### config.mk
export PLATFORM = sky130hd
export DESIGN_NAME = serial_adder
export DESIGN_NICKNAME = d
export VERILOG_FILES = /design/src/rtl/serial_adder_pkg.sv /design/src/rtl/serial_adder_slice.sv /design/src/rtl/serial_adder.sv
export SDC_FILE = /design/constraint.sdc
export NUM_CORES = 1
export LEC_CHECK = 0
export BUFFER_PORTS_ARGS = -buffer_cell sky130_fd_sc_hd__buf_2
export CAP_MARGIN = 5
export CORE_ASPECT_RATIO = 0.6
export CORE_MARGIN = 8
export CORE_UTILIZATION = 40
export DETAILED_ROUTE_END_ITERATION = 10
export GPL_ROUTABILITY_DRIVEN = 0
export SETUP_SLACK_MARGIN = 0.2
export SLEW_MARGIN = 20
export SYNTH_ARGS = -nofsm -noshare
export SYNTH_HDL_FRONTEND = slang
export SYNTH_HIERARCHICAL = 1
export SYNTH_SLANG_ARGS = --single-unit
### constraint.sdc
create_clock -name clk -period 3.35 [get_ports clk]
set_input_delay 0.335 -clock clk [delete_from_list [all_inputs] [get_ports clk]]
set_output_delay 0.335 -clock clk [all_outputs]
set_load 0.05 [all_outputs]
### src/rtl/serial_adder_pkg.sv
// Shared types and elaboration helpers for the digit-serial adder/subtractor.
// The state enum is exported so the top can expose it on a debug port.
package serial_adder_pkg;

    typedef enum logic [1:0] {
        IDLE = 2'd0,
        BUSY = 2'd1,
        DONE = 2'd2
    } state_e;

    function automatic int calc_ndig(input int width, input int digit);
        return width / digit;
    endfunction

    // A one-step operation still needs a one-bit counter register.
    function automatic int calc_cnt_w(input int ndig);
        return (ndig > 1) ? $clog2(ndig) : 1;
    endfunction

endpackage

### src/rtl/serial_adder_slice.sv
// Combinational ripple of DIGIT full-adder bits for one digit step.
// cin_msb is the carry into the top bit; together with co it yields signed overflow.
module adder_slice #(
    parameter int DIGIT = 4
) (
    input  logic [DIGIT-1:0] x,
    input  logic [DIGIT-1:0] y,
    input  logic             ci,
    output logic [DIGIT-1:0] s,
    output logic             co,
    output logic             cin_msb
);

    always_comb begin
        logic [DIGIT:0] c;
        c    = '0;
        c[0] = ci;
        s    = '0;
        for (int i = 0; i < DIGIT; i++) begin
            s[i]   = x[i] ^ y[i] ^ c[i];
            c[i+1] = (x[i] & y[i]) | (c[i] & (x[i] ^ y[i]));
        end
        co      = c[DIGIT];
        cin_msb = c[DIGIT-1];
    end

endmodule

### src/rtl/serial_adder.sv
// Digit-serial adder/subtractor: DIGIT bits per clock through one adder_slice,
// with a registered carry and a valid/ready handshake on both sides.
module serial_adder
    import serial_adder_pkg::*;
#(
    parameter int WIDTH = 16,
    parameter int DIGIT = 4
) (
    input  logic             clk,
    input  logic             rst_n,
    // Handshakes: a transfer happens on a rising edge where valid and ready are
    // both high; the producer holds data while valid is high, and in_ready/out_valid
    // depend only on state, never combinationally on in_valid/out_ready.
    input  logic             in_valid,
    output logic             in_ready,
    input  logic [WIDTH-1:0] a,
    input  logic [WIDTH-1:0] b,
    input  logic             c_in,
    input  logic             sub,
    output logic             out_valid,
    input  logic             out_ready,
    output logic [WIDTH-1:0] sum,
    output logic             c_out,
    output logic             ovf,
    output state_e           dbg_state
);

    localparam int NDIG  = calc_ndig(WIDTH, DIGIT);
    localparam int CNT_W = calc_cnt_w(NDIG);
    localparam logic [CNT_W-1:0] LAST_CNT = CNT_W'(NDIG - 1);

    if ((DIGIT < 1) || (WIDTH < DIGIT) || ((WIDTH % DIGIT) != 0)) begin : g_bad_param
        $error("serial_adder: WIDTH must be a positive multiple of DIGIT");
    end

    state_e             state_q, state_d;
    logic [CNT_W-1:0]   cnt_q, cnt_d;
    logic [WIDTH-1:0]   a_q, a_d;
    logic [WIDTH-1:0]   b_q, b_d;
    logic               sub_q, sub_d;
    logic               carry_q, carry_d;
    logic [WIDTH-1:0]   sum_q, sum_d;
    logic               c_out_q, c_out_d;
    logic               ovf_q, ovf_d;

    logic [DIGIT-1:0]   x_dig, y_dig, s_dig;
    logic               slice_co, slice_cin_msb;
    logic               last_step;

    assign x_dig     = a_q[cnt_q*DIGIT +: DIGIT];
    assign y_dig     = b_q[cnt_q*DIGIT +: DIGIT];
    assign last_step = (cnt_q == LAST_CNT);

    adder_slice #(.DIGIT(DIGIT)) u_slice (
        .x       (x_dig),
        .y       (y_dig),
        .ci      (carry_q),
        .s       (s_dig),
        .co      (slice_co),
        .cin_msb (slice_cin_msb)
    );

    always_ff @(posedge clk or negedge rst_n) begin
        if (!rst_n) begin
            state_q <= IDLE;
        end else begin
            state_q <= state_d;
        end
    end

    always_comb begin
        state_d = state_q;
        case (state_q)
            IDLE:    if (in_valid)  state_d = BUSY;
            BUSY:    if (last_step) state_d = DONE;
            DONE:    if (out_ready) state_d = IDLE;
            default: state_d = IDLE;
        endcase
    end

    always_comb begin
        in_ready  = 1'b0;
        out_valid = 1'b0;
        case (state_q)
            IDLE:    in_ready  = 1'b1;
            DONE:    out_valid = 1'b1;
            default: ;
        endcase
    end

    // Subtraction is A + ~B + ~borrow_in, so B is inverted once at accept time.
    always_comb begin
        cnt_d   = cnt_q;
        a_d     = a_q;
        b_d     = b_q;
        sub_d   = sub_q;
        carry_d = carry_q;
        sum_d   = sum_q;
        c_out_d = c_out_q;
        ovf_d   = ovf_q;
        case (state_q)
            IDLE: begin
                if (in_valid) begin
                    a_d     = a;
                    b_d     = b ^ {WIDTH{sub}};
                    sub_d   = sub;
                    carry_d = c_in ^ sub;
                    cnt_d   = '0;
                end
            end
            BUSY: begin
                sum_d[cnt_q*DIGIT +: DIGIT] = s_dig;
                carry_d = slice_co;
                if (last_step) begin
                    cnt_d   = '0;
                    c_out_d = slice_co ^ sub_q;
                    ovf_d   = slice_cin_msb ^ slice_co;
                end else begin
                    cnt_d   = cnt_q + CNT_W'(1);
                end
            end
            default: ;
        endcase
    end

    always_ff @(posedge clk or negedge rst_n) begin
        if (!rst_n) begin
            cnt_q   <= '0;
            a_q     <= '0;
            b_q     <= '0;
            sub_q   <= 1'b0;
            carry_q <= 1'b0;
            sum_q   <= '0;
            c_out_q <= 1'b0;
            ovf_q   <= 1'b0;
        end else begin
            cnt_q   <= cnt_d;
            a_q     <= a_d;
            b_q     <= b_d;
            sub_q   <= sub_d;
            carry_q <= carry_d;
            sum_q   <= sum_d;
            c_out_q <= c_out_d;
            ovf_q   <= ovf_d;
        end
    end

    assign sum       = sum_q;
    assign c_out     = c_out_q;
    assign ovf       = ovf_q;
    assign dbg_state = state_q;

endmodule

# Word level (Yosys, flattened, before mapping)
# Cells that the tools add are included.
# op_classes
n_addsub	2
multipliers	0
div_mod_pow	0
magnitude_cmp	0
eq_ne	6
shifts	4
muxes	12
n_bitwise	24
n_reduce_logical	6
# op_table
op	n
$neg A4 Y34	1
$shift A4 B34 Y16 const A	1
$shiftx A4 B34 Y16	1
$shiftx A16 B5 Y4	2
$bwmux W16	1
$xor A16 B16 Y16	1
$xor A1 B1 Y1	11
$mux W2	5
$and A1 B1 Y1	8
$ne A2 B2 Y1 const B	3
$pmux W2 S3	1
$reduce_and A2 Y1	3
$eq A2 B2 Y1 const B	2
$or A1 B1 Y1	4
$pmux W2 S2	1
$mux W1	3
$reduce_and A3 Y1	1
$add A2 B1 Y2 const B	1
$eq A2 B1 Y1 const B	1
$logic_not A2 Y1	1
$pmux W1 S2	1
$reduce_bool A2 Y1	1
# totals
register_bits	56
latch_bits	0
mem_bits_rw	0
rom_bits	0
in_bits	38
output_inout_bits	22
wordCells	63
memories	0

# Longest topological paths before layout
# Gate-level depths: netlist of run 1.
# depth
ltp_word	11
mapped_depth	11

# Modules after synthesis
# The synthesis of run 1 kept the hierarchy.
# modules_own_cells
module	n_inst	cells_per_inst	area_each_um2	seq_area_each_um2
serial_adder	1	201	2775.2	1401.3
adder_slice	1	12	110.1	0.0

# Worst setup path before layout of run 1
# Ideal clock, no wire load.
# synth_timing
path_kind	flip-flop to flip-flop
from	reg cnt_q[0]
to	reg sum_q[3] (netlist: sum[3])
setup_ps	125
arrival_ps	3015
t_required_ps	3225
path_slack_ps	211
path_stages_with_launch	12
path_cell_list	dfrtp_1 buf_6 buf_2 mux4_2 fa_1 inv_1 fa_1 fa_1 inv_1 fa_1 nor4bb_1 mux2_2
# synth_via
elab_chain_len	11
elab_cells_between_ends	23
# synth_lines
element	line	text
from (decl)	serial_adder.sv:37	logic [CNT_W-1:0] cnt_q, cnt_d;
from (signal assigned)	serial_adder.sv:137	cnt_q <= cnt_d;
$shiftx A16 B5 Y4 (*)	serial_adder.sv:51	assign y_dig = b_q[cnt_q*DIGIT +: DIGIT];
named net y_dig[0]	serial_adder.sv:46	logic [DIGIT-1:0] x_dig, y_dig, s_dig;
$xor A1 B1 Y1	serial_adder_slice.sv:21	c[i+1] = (x[i] & y[i]) | (c[i] & (x[i] ^ y[i]));
$and A1 B1 Y1	serial_adder_slice.sv:21	
$or A1 B1 Y1 (*)	serial_adder_slice.sv:21	
$and A1 B1 Y1 (*)	serial_adder_slice.sv:21	
$or A1 B1 Y1 (*)	serial_adder_slice.sv:21	
$and A1 B1 Y1 (*)	serial_adder_slice.sv:21	
$or A1 B1 Y1 (*)	serial_adder_slice.sv:21	
named net slice_cin_msb	serial_adder.sv:47	logic slice_co, slice_cin_msb;
$xor A1 B1 Y1 (*)	serial_adder_slice.sv:20	s[i] = x[i] ^ y[i] ^ c[i];
named net s_dig[3]	serial_adder.sv:46	
$shiftx A4 B34 Y16 (*)	serial_adder.sv:112	sum_d[cnt_q*DIGIT +: DIGIT] = s_dig;
$bwmux W16 (*)	serial_adder.sv:112	
to (signal assigned)	serial_adder.sv:142	sum_q <= sum_d;
to (decl)	serial_adder.sv:42	logic [WIDTH-1:0] sum_q, sum_d;
# Mark *: on every way through the listed nets, which the timed path passes. The rest lies on a longest branch.
# A chain may end at the register's enable or synchronous reset.

# Worst setup path in the final report of run 1
# layout_timing
from	reg cnt_q[0]
to	reg sum_q[3] (netlist: sum[3])
# layout_via
elab_cells_between_ends	23
# layout_rtl
element	line
$shiftx A16 B5 Y4 (*)	serial_adder.sv:51
named net y_dig[1]	serial_adder.sv:46
$xor A1 B1 Y1	serial_adder_slice.sv:21
$and A1 B1 Y1	serial_adder_slice.sv:21
$or A1 B1 Y1 (*)	serial_adder_slice.sv:21
$and A1 B1 Y1 (*)	serial_adder_slice.sv:21
$or A1 B1 Y1 (*)	serial_adder_slice.sv:21
named net slice_cin_msb	serial_adder.sv:47
$xor A1 B1 Y1 (*)	serial_adder_slice.sv:20
named net s_dig[3]	serial_adder.sv:46
$shiftx A4 B34 Y16 (*)	serial_adder.sv:112
$bwmux W16 (*)	serial_adder.sv:112
# Marks and branches as above.

==> flow_metrics.py, run 1 <==
metrics = {
    "worst_setup_path": {
        "crit_required_ns": 3.52,
        "crit_path_max_incr_delay_ns": 0.49,
        "critPathSlowestCell": "fa_1",
        "worstSetupPathDepth": 9,
        "crit_family": "adder cells",
        "critPathBufInv": 3,
        "rr_worst_depth": 9,
        "rr_endpoint": "sum[3]",
        "endpoint_kind": "register",
        "crit_path_frequent_cell": "fa_1",
        "crit_path_cell_trace": "buf_4 > mux4_2 > inv_1 > fa_1 > fa_1 > inv_1 > fa_1 > nor4bb_1 > mux2_2",
        "path_max_fanout": 9,
        "start_kind": "register",
        "startpoint": "cnt_q[0]",
        "critPathKind": "register to register",
        "crit_arrival_ns": 3.14,
        "r2r_slack_ns": 0.38,
        "worstReg2RegStart": "cnt_q[0]",
    },
    "detailed_routing": {
        "wl_per_cell_um": 16.8,
        "drtPass1Iterations": 4,
        "vias": 1833,
        "vias_per_cell": 5.05,
        "routed_wl_um": 6110,
        "dr.first_iter.drc_count": 110,
        "ant_nets": 0,
        "drc": 0,
    },
    "global_route": {
        "grt_max_degree": 36,
        "gr-usage-all-layers_pct": 12.6,
        "grt_pass1_vias": 1949,
        "grt_remaining_overflow": 0,
        "grt_pass1_wl_um": 10200,
        "antenna_found_initial": 0,
    },
    "logic_synthesis": {
        "synth-async-reset-ratio_pct": 100,
        "synth_edf_count": 0,
        "synth_area_per_cell_sq_um": 13.5,
        "yosys_warnings": 6,
        "ys_seq_area_share_pct": 48.6,
        "synth_nets": 260,
        "yosysTopAreaCellShare_pct": 48.6,
        "synthTopCellsByArea": "dfrtp_1, mux2_2, xor2_1",
        "synth_top_cells_by_count": "dfrtp_1, mux2_2, inv_1",
        "synthFlopType": "dfrtp_1",
        "synth_cells": 213,
        "ys_types": 34,
        "netlist_area_sq_mm": 0.00289,
        "ys_ff_latch": 56,
        "yosysTopAreaCell": "dfrtp_1",
        "yosysMostFrequentCell": "dfrtp_1",
    },
    "floorplanning": {
        "die_area_sq_mm": 0.0103,
        "die_y_um": 81.8,
        "die_w_um": 126,
        "rows": 24,
        "start_util_pct": 40.5,
        "core_area_sq_mm": 0.00712,
        "io_pins": 60,
    },
    "power": {
        "max-vdd-ir-drop_mv": 0.433,
        "switching_share_pct": 44.2,
        "internal-power_mw": 2.18,
        "p_per_area_mw_per_mm2": 1150,
        "power_frac_clock_pct": 13.0,
        "p_switching_mw": 1.73,
        "power_leakage_nw": 1.60,
        "seqPwrFrac_pct": 31.4,
        "power_frac_comb_pct": 55.7,
    },
    "clock_tree": {
        "cts_inserted_buffers": 5,
        "cts_root_buf": "clkbuf_16",
        "clock-sinks": 56,
        "clkSlewWorstSetupHoldPaths_ns": 0.07,
        "cts_max_level": 2,
        "tritoncts": "yes",
        "post_cts_buffers": 0,
        "clock_latency_ns": 0.29,
        "cts_buffer_depth": 2,
    },
    "placement": {
        "hpwl_um": 4690,
        "port_buffers": 59,
        "dpl_cell_area_sq_mm": 0.00325,
        "place_ws_ns": 0.374,
    },
    "timing": {
        "rsz0062_at_grt": "no",
        "finalWorstSetupSlack_ns": 0.380,
        "max-slew-margin-rel_pct": 59.8,
        "finalHoldViolations": 0,
        "final.min_clock_period_ns": 2.97,
        "slew_violations": 0,
        "fin_tns_setup_ns": 0,
        "period_share_pct": 88.6,
        "tightest_slew_ns": 0.602,
        "setup_viol": 0,
        "max_freq_mhz": 337,
        "finalClockSkew_ns": 0.00387,
    },
    "run_status": {
        "status": "finished clean",
    },
    "layout": {
        "final_area_sq_mm": 0.00340,
        "drive_gt1_share_pct": 44.1,
        "syn_to_final_growth_pct": 17.7,
        "nets": 318,
        "diodes": 0,
        "post-route-util_pct": 47.7,
    },
    "run": {
        "max_cap_viol_count": 0,
    },
    "worst_hold_path": {
        "hp-class": "input port to async pin",
    },
}
[cells in the final DEF (no fill, tap or decap), types with 2 or more instances in the layout]
| cell | netlist | routed |
|---|---|---|
| ha_1 | 5 | 5 |
| mux2_2 | 37 | 37 |
| and3b_1 | 5 | 5 |
| dfrtp_1 | 56 | 55 |
| o32ai_1 | 8 | 8 |
| and4bb_2 | 2 | 2 |
| clkbuf_16 | 0 | 5 |
| nor4bb_1 | 2 | 2 |
| nand2_1 | 4 | 4 |
| a21o_1 | 2 | 2 |
| mux2_1 | 2 | 2 |
| fa_1 | 4 | 4 |
| o2bb2ai_1 | 4 | 4 |
| buf_4 | 1 | 5 |
| nand3b_1 | 2 | 2 |
| mux4_2 | 7 | 7 |
| inv_1 | 24 | 24 |
| nand4b_1 | 4 | 4 |
| xor2_1 | 19 | 19 |
| buf_2 | 4 | 59 |
[logic make-up after synthesis]
| kind of cell | Yosys count | share of synthesized area [%] |
|---|---|---|
| mux | 47 | 21.6 |
| fa+ha+maj | 9 | 4.94 |
| buf+inv | 37 | 6.16 |
| xor+xnor | 19 | 5.77 |
| flops | 56 | 48.6 |
| simple gates | 27 | 7.76 |
| compound gates | 18 | 5.20 |
[flip-flops by register name, indices dropped and copies added, names as in the netlist]
register and count:
cnt_q 2, b_q 16, dbg_state 2, c_out 1, ovf 1, sum 16
a_q 16, sub_q 1, carry_q 1
[worst register-to-register path: stages (launching register included)]
cell and delay [ns]:
dfrtp_2 0.44, buf_4 0.20, mux4_2 0.34, inv_1 0.06
fa_1 0.43, fa_1 0.37, inv_1 0.11, fa_1 0.49
nor4bb_1 0.17, mux2_2 0.26
[layout make-up]
class,instances,area (sq um)
inverters,24,90.1
well taps,91,114
repair buffers,64,333
multi-input cells,120,1310
flip-flops and latches,56,1400
clock buffers,6,129
clock inverters,2,16.3
fillers,649,3720
[power groups by stage]
stage | clock [mW] | sequential, mW | combinational, mW
after floorplan | 0 | 1.45 | 1.43
after global placement | 0 | 1.24 | 2.16
after detailed placement | 0 | 1.24 | 2.20
after CTS | 0.525 | 1.23 | 2.21
after global routing | 0.556 | 1.28 | 2.39
final | 0.508 | 1.23 | 2.18
[repair_timing]
item | CTS | global route
endpoints found under the setup margin | 0 | 1
resized for setup | 0 | 1
hold buffers | 0 | 0
[stage by stage]
| stage | cells | hold slack, ns | power, mW |
|---|---|---|---|
| 5_1_grt | 363 | 0.0837 | 4.23 |
| 6_report | 363 | 0.0471 | 3.92 |
| 4_1_cts | 363 | 0.0589 | 3.96 |
| 2_1_floorplan | 213 | 0.0394 | 2.88 |
| 3_3_place_gp | 355 | 0.364 | 3.41 |
| 3_5_place_dp | 355 | 0.368 | 3.44 |
[routing by layer]
metal	wire length (um)	track usage, %	share of wire (%)
met3	387	4.34	6.3
met2	2490	17.5	41
met4	9	1.81	0.15
met5	0	0	0
met1	3220	18.7	53
[worst max-delay path by stage]
stage / to / slack, ns
after floorplan: sum[3] / 0.21
after global placement: sum[3] / 0.46
after detailed placement: sum[3] / 0.37
after CTS: sum[3] / 0.34
after global routing: sum[3] / 0.24
final: sum[3] / 0.38
Power figures use the tool's default switching activity.
==> inputs of run 2 (changes only) <==
--- a/config.mk
+++ b/config.mk
@@ -5,7 +5,7 @@
 export SDC_FILE = /design/constraint.sdc
 export NUM_CORES = 1
 export LEC_CHECK = 0
-export BUFFER_PORTS_ARGS = -buffer_cell sky130_fd_sc_hd__buf_2
+export BUFFER_PORTS_ARGS = -buffer_cell sky130_fd_sc_hd__clkbuf_2
 export CAP_MARGIN = 5
 export CORE_ASPECT_RATIO = 0.6
 export CORE_MARGIN = 8
==> constraint.sdc (replaced) <==
create_clock -name clk -period 3.4 [get_ports clk]
set_input_delay 0.34 -clock clk [delete_from_list [all_inputs] [get_ports clk]]
set_output_delay 0.34 -clock clk [all_outputs]
set_load 0.05 [all_outputs]
==> flow_metrics.py, run 2 (synthesized netlist as in run 1, its figures left out) <==
metrics = {
    "timing": {
        "tightest_slew_ns": 0.680,
        "finalHoldViolations": 0,
        "setup_viol": 0,
        "fin_tns_setup_ns": 0,
        "max_freq_mhz": 334,
        "finalWorstSetupSlack_ns": 0.406,
        "max-slew-margin-rel_pct": 54.7,
        "finalClockSkew_ns": 0.00496,
        "slew_violations": 0,
        "rsz0062_at_grt": "no",
        "period_share_pct": 88.1,
        "final.min_clock_period_ns": 2.99,
    },
    "worst_setup_path": {
        "crit_required_ns": 3.63,
        "crit_arrival_ns": 3.23,
        "start_kind": "register",
        "endpoint_kind": "register",
        "path_max_fanout": 4,
        "critPathKind": "register to register",
    },
    "detailed_routing": {
        "ant_nets": 0,
        "drtPass1Iterations": 4,
        "routed_wl_um": 6310,
        "wl_per_cell_um": 17.4,
        "drc": 0,
        "vias": 1830,
        "vias_per_cell": 5.06,
        "dr.first_iter.drc_count": 109,
    },
    "global_route": {
        "grt_pass1_wl_um": 10400,
        "gr-usage-met2_pct": 18.0,
        "gr-usage-all-layers_pct": 13.0,
        "antenna_found_initial": 0,
        "grt_max_degree": 36,
        "grt_remaining_overflow": 0,
        "grt_busiest_layer": "met1",
        "use_met1_pct": 18.7,
        "grt.met3_usage_pct": 4.54,
        "grt_pass1_vias": 1979,
    },
    "clock_tree": {
        "clock-sinks": 56,
        "cts_inserted_buffers": 5,
        "hold_buffers": 0,
        "cts_max_level": 2,
        "cts_buffer_depth": 2,
        "tritoncts": "yes",
        "cts_root_buf": "clkbuf_16",
        "clkSlewWorstSetupHoldPaths_ns": 0.07,
        "clock_latency_ns": 0.29,
    },
    "floorplanning": {
        "start_util_pct": 40.5,
        "core_area_sq_mm": 0.00712,
        "die_area_sq_mm": 0.0103,
        "die_y_um": 81.8,
        "rows": 24,
        "io_pins": 60,
        "die_w_um": 126,
    },
    "placement": {
        "port_buffers": 59,
        "dpl_cell_area_sq_mm": 0.00325,
        "hpwl_um": 4770,
        "place_ws_ns": 0.361,
    },
    "power": {
        "power_leakage_nw": 1.59,
        "total_power_mw": 3.89,
        "max-vdd-ir-drop_mv": 0.367,
        "p_per_area_mw_per_mm2": 1150,
    },
    "layout": {
        "syn_to_final_growth_pct": 17.5,
        "diodes": 0,
        "post-route-util_pct": 47.6,
        "final_area_sq_mm": 0.00339,
        "layout_commonest_cell": "clkbuf_2",
        "drive_gt1_share_pct": 44.6,
        "final_cell_mix": "clkbuf_2, dfrtp_1, mux2_2",
        "nets": 318,
    },
    "worst_hold_path": {
        "hp-class": "input port to async pin",
    },
    "run": {
        "max_cap_viol_count": 0,
    },
    "run_status": {
        "status": "finished clean",
    },
}
[run 2: cell types whose count changed in the layout (fill, tap and decap cells not counted), sizes merged]
| cell | before | now |
|---|---|---|
| clkbuf | 6 | 64 |
| buf | 64 | 5 |
[run 2: where the power goes]
| part | internal [mW] | switching [mW] | total, mW |
|---|---|---|---|
| registers | 0.983 | 0.253 | 1.24 |
| clock network | 0.268 | 0.229 | 0.497 |
| logic | 0.893 | 1.26 | 2.15 |
| total | 2.14 | 1.74 | 3.89 |
[run 2: what timing repair did]
item,in CTS,in global routing
gates resized for setup,0,2
buffers inserted,0,0
endpoints found under the setup margin,0,1
[run 2: worst max-delay path, stage by stage, from the launching register on]
cell and delay (ns):
dfrtp_2 0.42, mux4_2 0.53, fa_1 0.43, inv_1 0.07, fa_1 0.17, fa_1 0.16
inv_1 0.07, fa_1 0.58, nor4bb_1 0.31, mux2_2 0.19
[run 2: layer usage]
metal	part of all wire, %	wire length [um]	vias up
met5	0	0	-
met4	0.14	9	0
met3	6.8	428	2
met2	40	2520	52
met1	53	3360	910
li1	-	-	866
[run 2: final cells by class]
class,count,area [sq um]
Sequential cell,56,1400
Clock inverter,2,12.5
Multi-Input combinational cell,120,1310
Inverter,24,90.1
Clock buffer,5,125
Tap cell,91,114
Timing Repair Buffer,64,333
Fill cell,655,3730
[run 2: stage by stage]
| stage | std cells | hold slack [ns] |
|---|---|---|
| 2_1_floorplan | 213 | 0.0444 |
| 3_3_place_gp | 355 | 0.415 |
| 3_5_place_dp | 355 | 0.424 |
| 4_1_cts | 362 | 0.106 |
| 5_1_grt | 362 | 0.131 |
| 6_report | 362 | 0.0719 |
[run 2: worst paths after layout]
check	slack, ns	endpoint	start	depth (start not counted)
max in group asynchronous	2.48	a_q[12]	rst_n	2
hold reg to reg	0.49	sum[12]	sum[12]	1
setup reg to reg	0.41	sum[3]	cnt_q[0]	9
setup / recovery	0.41	sum[3]	cnt_q[0]	9
hold / removal	0.07	carry_q	rst_n	1
min in group clk	0.22	dbg_state[1]	out_ready	2
